[config.mk]
export PLATFORM = sky130hd
export DESIGN_NAME = ftdi_tx_arbiter
export DESIGN_NICKNAME = d
export VERILOG_FILES = /design/src/rtl/ftdi_tx_arbiter.sv
export SDC_FILE = /design/constraint.sdc
export NUM_CORES = 1
export LEC_CHECK = 0
export CELL_PAD_IN_SITES_DETAIL_PLACEMENT = 0
export CELL_PAD_IN_SITES_GLOBAL_PLACEMENT = 2
export CORE_MARGIN = 2
export CORE_UTILIZATION = 25
export DETAILED_ROUTE_END_ITERATION = 8
export PLACE_DENSITY_LB_ADDON = 0.12
export SETUP_SLACK_MARGIN = 0.4
export SLEW_MARGIN = 15
export SYNTH_ARGS = -nofsm -noshare
export SYNTH_HDL_FRONTEND = slang
export SYNTH_SLANG_ARGS = --single-unit
[constraint.sdc]
create_clock -name clk -period 3.3 [get_ports clk]
set_input_delay 0.66 -clock clk [delete_from_list [all_inputs] [get_ports clk]]
set_output_delay 0.66 -clock clk [all_outputs]
set_load 0.02 [all_outputs]
[src/rtl/ftdi_tx_arbiter.sv]
`default_nettype none
// ============================================================================
// Module   : ftdi_tx_arbiter
// Purpose  : Round-robin burst arbiter sharing one FTDI 245-fifo TX stream
//            among N sources, with an optional channel header beat per burst.
// Revision : 1.0 - initial release
// ============================================================================
module ftdi_tx_arbiter #(
    parameter  int CHIP_EW       = 0,
    parameter  int N             = 4,
    parameter  int MAX_BURST     = 64,
    parameter  int INSERT_HEADER = 1,
    localparam int c_dw          = 8 << CHIP_EW,
    localparam int c_kw          = 1 << CHIP_EW
) (
    input  logic              clk,
    input  logic              rstn,
    input  logic [N-1:0]      s_tvalid,
    output logic [N-1:0]      s_tready,
    input  logic [N*c_dw-1:0] s_tdata,
    input  logic [N*c_kw-1:0] s_tkeep,
    input  logic [N-1:0]      s_tlast,
    output logic              m_tvalid,
    input  logic              m_tready,
    output logic [c_dw-1:0]   m_tdata,
    output logic [c_kw-1:0]   m_tkeep,
    output logic              m_tlast,
    output logic [3:0]        grant,
    output logic              busy
);

    localparam int c_cw = $clog2(MAX_BURST + 1);

    typedef enum logic [1:0] {
        S_IDLE = 2'd0,
        S_HDR  = 2'd1,
        S_DATA = 2'd2
    } state_t;

    state_t            state_q, state_d;
    logic [3:0]        grant_q, grant_d;
    logic [c_cw-1:0]   count_q, count_d;

    logic [15:0]       w_vld16;
    logic [15:0]       w_lst16;
    logic [4:0]        w_cand;
    logic              w_found;
    logic [3:0]        w_sel;
    logic [c_dw-1:0]   w_src_data;
    logic [c_kw-1:0]   w_src_keep;
    logic              w_src_valid;
    logic              w_src_last;
    logic              w_burst_end;
    logic [N-1:0]      w_ready_sel;

    assign w_vld16     = 16'(s_tvalid);
    assign w_lst16     = 16'(s_tlast);
    assign w_src_valid = w_vld16[grant_q];
    assign w_src_last  = w_lst16[grant_q];
    assign w_burst_end = (count_q == c_cw'(MAX_BURST - 1));

    // grant_q doubles as the round-robin pointer: scan starts just past it.
    always_comb begin
        w_found = 1'b0;
        w_sel   = grant_q;
        w_cand  = 5'd0;
        for (int k = 1; k <= N; k++) begin
            w_cand = {1'b0, grant_q} + 5'(k);
            if (w_cand >= 5'(N)) begin
                w_cand = w_cand - 5'(N);
            end
            if (!w_found && w_vld16[w_cand[3:0]]) begin
                w_found = 1'b1;
                w_sel   = w_cand[3:0];
            end
        end
    end

    always_comb begin
        w_src_data  = '0;
        w_src_keep  = '0;
        w_ready_sel = '0;
        for (int i = 0; i < N; i++) begin
            if (grant_q == 4'(i)) begin
                w_src_data     = s_tdata[i*c_dw +: c_dw];
                w_src_keep     = s_tkeep[i*c_kw +: c_kw];
                w_ready_sel[i] = m_tready;
            end
        end
    end

    always_comb begin
        state_d  = state_q;
        grant_d  = grant_q;
        count_d  = count_q;
        m_tvalid = 1'b0;
        m_tdata  = '0;
        m_tkeep  = '0;
        m_tlast  = 1'b0;
        s_tready = '0;
        case (state_q)
            S_IDLE: begin
                if (w_found) begin
                    grant_d = w_sel;
                    count_d = '0;
                    state_d = (INSERT_HEADER != 0) ? S_HDR : S_DATA;
                end
            end
            S_HDR: begin
                m_tvalid = 1'b1;
                m_tdata  = c_dw'({4'hA, grant_q});
                m_tkeep  = '1;
                if (m_tready) begin
                    state_d = S_DATA;
                end
            end
            S_DATA: begin
                m_tvalid = w_src_valid;
                m_tdata  = w_src_data;
                m_tkeep  = w_src_keep;
                m_tlast  = w_src_last | w_burst_end;
                s_tready = w_ready_sel;
                if (w_src_valid && m_tready) begin
                    count_d = count_q + 1'b1;
                    if (m_tlast) begin
                        state_d = S_IDLE;
                    end
                end
            end
            default: begin
                state_d = S_IDLE;
            end
        endcase
    end

    always_ff @(posedge clk or negedge rstn) begin
        if (!rstn) begin
            state_q <= S_IDLE;
            grant_q <= 4'(N - 1);
            count_q <= '0;
        end else begin
            state_q <= state_d;
            grant_q <= grant_d;
            count_q <= count_d;
        end
    end

    assign grant = grant_q;
    assign busy  = (state_q != S_IDLE);

endmodule
`default_nettype wire

# Word level (Yosys, flattened, before mapping)

Cells that the tools add are included.

Flip-flop bits (word level): 13
Input bits: 47
Output and inout bits: 20
Logic and storage cells: 96

$add $sub $neg: 9
Magnitude comparators: 9
Eq/ne operators: 10
Multiplexer cells: 49
Bitwise gates (word level): 1
Reductions and logical operators: 15

Operator list:

| cell                | number |
|---|---|
| $mux 4              | 9 |
| $mux 8              | 4 |
| $lt 4x5->1 const B  | 5 |
| $bmux 1 s4          | 6 |
| $ge 5x3->1 const B  | 4 |
| $mux 1              | 19 |
| $pmux 8 s2          | 1 |
| $sub 4x3->4 const B | 4 |
| $mux 7              | 2 |
| $pmux 7 s2          | 1 |
| $add 4x2->5 const B | 2 |
| $eq 4x2->1 const B  | 2 |
| $mux 2              | 4 |
| $ne 2x2->1 const B  | 4 |
| $add 7x1->7 const B | 1 |
| $eq 7x6->1 const B  | 1 |
| $pmux 2 s3          | 1 |
| $reduce_and 3->1    | 2 |
| $add 4x1->5 const B | 1 |
| $add 4x3->5 const B | 1 |
| $eq 4x1->1 const B  | 1 |
| $logic_and 1x1->1   | 4 |
| $logic_not 4->1     | 1 |
| $pmux 1 s2          | 2 |
| 8 further kinds     | 11 |

# Logic depth before layout (Yosys ltp)

Word-level depth: 17
Gate-level depth with buffers: 12
Gate-level depth less buffers: 11

# Least setup slack after synthesis

No wires, ideal clock.

Kind: register to output
Start: reg grant_q[2], in the netlist grant[2]
End: out m_tdata[5]
Arrival time: 2.278 ns
Required time: 2.640 ns
Path slack: 0.362 ns
Cell stages (with the launch flop): 9
Cell sequence: dfrtp_1 -> buf_6 -> inv_1 -> ha_1 -> and2_1 -> clkbuf_1 -> buf_1 -> a21oi_1 -> o21ai_0

Word-level cells in the longest chain between the ends: 6

RTL lines:

| element                | line | source |
|---|---|---|
| start, declared        | 41   | `logic [3:0] grant_q, grant_d;` |
| start signal, assigned | 139  | `grant_q <= 4'(N - 1);` |
| start signal, assigned | 143  | `grant_q <= grant_d;` |
| $logic_not 4->1        | 84   | `if (grant_q == 4'(i)) begin` |
| $mux 8 (3 in a row)    | 84   |  |
| $mux 8 (*)             | 84   |  |
| $pmux 8 s2 (*)         | 101  | `case (state_q)` |
| end, declared          | 25   | `output logic [c_dw-1:0] m_tdata,` |

Mark *: on every way between the ends. The rest lies on a longest branch, timed or not.

# Final worst setup path

Start: in s_tvalid[3]
End: out m_tvalid

Word-level cells in the longest chain between the ends: 3

RTL lines:

| element                      | line | source |
|---|---|---|
| start, declared              | 18   | `input logic [N-1:0] s_tvalid,` |
| $bmux 1 s4                   | 58   | `assign w_src_valid = w_vld16[grant_q];` |
| $mux 1 (not written as such) | 58   |  |
| $pmux 1 s2                   | 101  |  |
| end, declared                | 23   | `output logic m_tvalid,` |

No other way between the ends. The select of a mux whose other input is x is not followed.

==> summary.md <==
| Metric | Value |
|---|---|
| Status | `finished clean` |
| Final ANT Viol Nets | `0` |
| Height of the die | `90.7 um` |
| Global placement routability congestion | `0.745` |
| Origin of the critical flop-to-flop path | `grant[1]$_DFFE_PN1P_` |
| Worst setup path category | `primary input to output port` |
| Worst R2R Path Depth | `12` |
| Worst reg2reg endpoint | `count_q[3]$_DFFE_PN0P_` |
| CTS H-tree lvls | `1` |
| Worst hold stages | `1` |
| Diodes inserted | `0` |
| Clock buffer count from CTS | `3` |
| Core area | `0.00725 mm2` |
| Initial Util | `25.9%` |
| Critical Path Source Type | `primary input` |
| Syn nets | `300` |
| Top cells by area, synth | `dfrtp_1, ha_1, a21oi_1, a222oi_1, mux4_2` |
| CTS Hold Buffers Added | `0` |
| Largest net degree at the start of global routing | `20` |
| # IOs | `67` |
| Final hold slack | `540 ps` |
| Clk slew on worst S/H paths | `60 ps` |
| Largest family of logic cells by synthesized area | `compound AO/OA/AOI/OAI gates` |
| Site Rows | `31` |
| Synth Area in Compound Gates | `between 20% and 30%` |
| Slew Limit Fails | `0` |
| Post-synth top area share | `14.6%` |
| Slew @ Worst Pin | `748 ps` |
| Flop2flop setup slack | `roughly 480 ps` |
| CTS Buffer Depth | `2` |
| Commonest non-fill, non-tap cell in the layout | `clkdlybuf4s50_1` |
| TritonCTS clock tree | `yes` |
| Residual DRC count | `0` |
| Detailed Route Iter0 Violations | `about 130` |
| WHS Endpoint | `state_q[1]$_DFFE_PN0P_` |
| Root buffer cell | `clkbuf_8` |
| Pwr Density | `136 mW/mm2` |
| Hold WC Path Type | `flop to flop` |
| Initial antenna violation count | `0` |
| Crit path DAT | `approximately 2200 ps` |
| Multi-input logic area | `0.00155 mm2` |
| Post-synthesis mux area share | `7.92%` |
| Adder-Cell Fraction of Synth Area | `12.6%` |
| First-pass GRT wire length | `10,800 um` |
| Post-synth EDFFs | `0` |
| Hold path startpoint | `state_q[1]$_DFFE_PN0P_` |
| Reg area | `328 um2` |
| First drt pass iteration count | `5` |
| Req. time, crit path | `2640 ps` |
| Post-synthesis simple-gate area fraction | `24.3%` |
| # port buffers | `66` |
| Total gr overflow | `0` |
| Clk Latency, worst-skew pair | `250 ps` |
| Skew final | `0.817 ps` |
| Routed vias | `about 2.2k` |
| Slew headroom | `50.0%` |
| Setup Viol. Count Final | `0` |
| Total chip power | `about 390 uW` |
| Crit path capture type | `output port` |
| FF+latch count, synth | `13` |
| Ratio of cells with drive above 1 in the final layout | `18.8%` |
| Leak | `around 0.0012 uW` |
| Routed WL | `6980 um` |
| Area growth syn-to-layout | `51.3%` |
| Avg WL per Cell | `approximately 17 um` |
| Clock sinks | `13` |
| VDD IR max | `0.000112 V` |
| Die width | `90.7 um` |
| MaxCap Viol Count | `0` |
| Unrepaired setup endpoints after global routing | `yes` |
| Via-to-Cell Ratio | `5.31` |
| Post-synthesis instance area | `0.00188 mm2` |
| Sequential share of the synthesized area | `between 10% and 20%` |
| Synth area leader | `dfrtp_1` |
| Vias in the first global route | `about 2.1k` |
| Overall Global Routing Usage | `16.3%` |
| Crit-path max FO | `4` |
| Post-detail-place hpwl | `5160 um` |
| Final hold vios | `0` |
| Post-synth cell types | `57` |
| Most frequent cells in the layout | `clkdlybuf4s50_1, nand2_1, nor2_1, a21oi_1` |
| Max Freq | `354 MHz` |
| Post-Syn Instances | `234` |
| Post-Synth XOR/XNOR Area | `3.73%` |
| Net total in the final layout | `375` |
| Total Neg Setup Slack | `0 ps` |
| Syn avg cell area | `about 8.0 um2` |
| Async SR Flop Fraction | `100%` |
| Tmin final | `2820 ps` |
| DIE AREA | `0.00823 mm2` |
| Yosys warnings | `0` |
| Main synth FF type | `dfrtp_1` |
| Period utilization | `85.5%` |
| Filler cells | `763` |
metrics by stage:
step / area (um2) / utilization, % / std cells / setup WS [ps]
detailed placement: 2700 / 37.2 / 401 / 131
global route: 2850 / 39.2 / 407 / 354
global placement: 2700 / 37.2 / 401 / 117
CTS: 2770 / 38.2 / 405 / 344
floorplan: 1880 / - / 234 / 471
finish: 2850 / 39.2 / 407 / 477
routing by layer:
| metal | global-route usage [%] | vias up | routed length (um) | part of all wire, % |
|---|---|---|---|---|
| li1 | - | 1054 | - | - |
| met1 | 21.0 | 1049 | 3120 | 45 |
| met2 | 29.6 | 52 | 3570 | 51 |
| met3 | 2.09 | 5 | 264 | 3.8 |
| met4 | 2.18 | 0 | 25 | 0.36 |
| met5 | 0 | - | 0 | 0 |
layout make-up:
type,instances,share of cell area [%]
multi-input combinational,196,54.3
timing repair buffer,82,26.5
sequential,13,11.5
tap,99,4.35
inverter,13,1.72
clock buffer,4,1.58
synth_stat cells, types with 2 or more instances:
library cell and instances:
nand3_1 12, nor2_1 19, mux2_1 2, a222oi_1 9, inv_1 12, dfrtp_1 11, buf_6 4, a31oi_1 2
buf_1 2, o22ai_1 4, xor2_1 2, a21oi_1 19, a311o_1 2, nand2_1 21, ha_1 19, mux4_2 4
or3_1 4, dfstp_2 2, o21ai_0 8, nand4_1 4, o211ai_2 2, nand2b_1 4, nor3_1 14, and3_1 6
xnor2_1 6, clkbuf_1 6, and2_1 4
state kept, by name (all words and copies together), names as in the netlist:
register,cells
count_q,7
grant,4
state_q,2
worst max-delay path: stages:
cell and delay [ps]:
clkdlybuf4s50_1 450, mux4_2 540, nand2_1 90, o21ai_0 70, dlygate4sd2_1 350
logic make-up (layout without fill, tap and decap cells):
logic type	after synthesis	after routing
multiplexers	8	8
adder cells (fa/ha/maj)	19	19
AND/OR/NAND/NOR	93	93
XOR/XNOR	8	8
AO/OA/AOI/OAI	67	68
buffers and inverters	26	99
flip-flops	13	13
what timing repair did:
item | 4_1_cts | 5_1_grt
cloned | 0 | 1
pin swaps | 2 | 11
endpoints found under the setup margin | 15 | 20
buffers inserted | 0 | 1
hold endpoints to repair | 0 | 0
gates resized for setup | 34 | 31
report_power, final:
group	internal [uW]	switching, uW
combinational	53.4	19.6
clock	85.7	67.9
sequential	160	0
how the worst max path moves through the flow:
stage,start,endpoint,cells after the start
floorplan,grant[0]$_DFFE_PN1P_,state_q[0]$_DFFE_PN0P_,11
global placement,grant[1]$_DFFE_PN1P_,m_tdata[0],8
detailed placement,grant[0]$_DFFE_PN1P_,m_tdata[1],9
CTS,grant[1]$_DFFE_PN1P_,m_tdata[1],8
global route,grant[1]$_DFFE_PN1P_,count_q[2]$_DFFE_PN0P_,12
finish,s_tvalid[3],m_tvalid,5
Power figures use the tool's default switching activity.
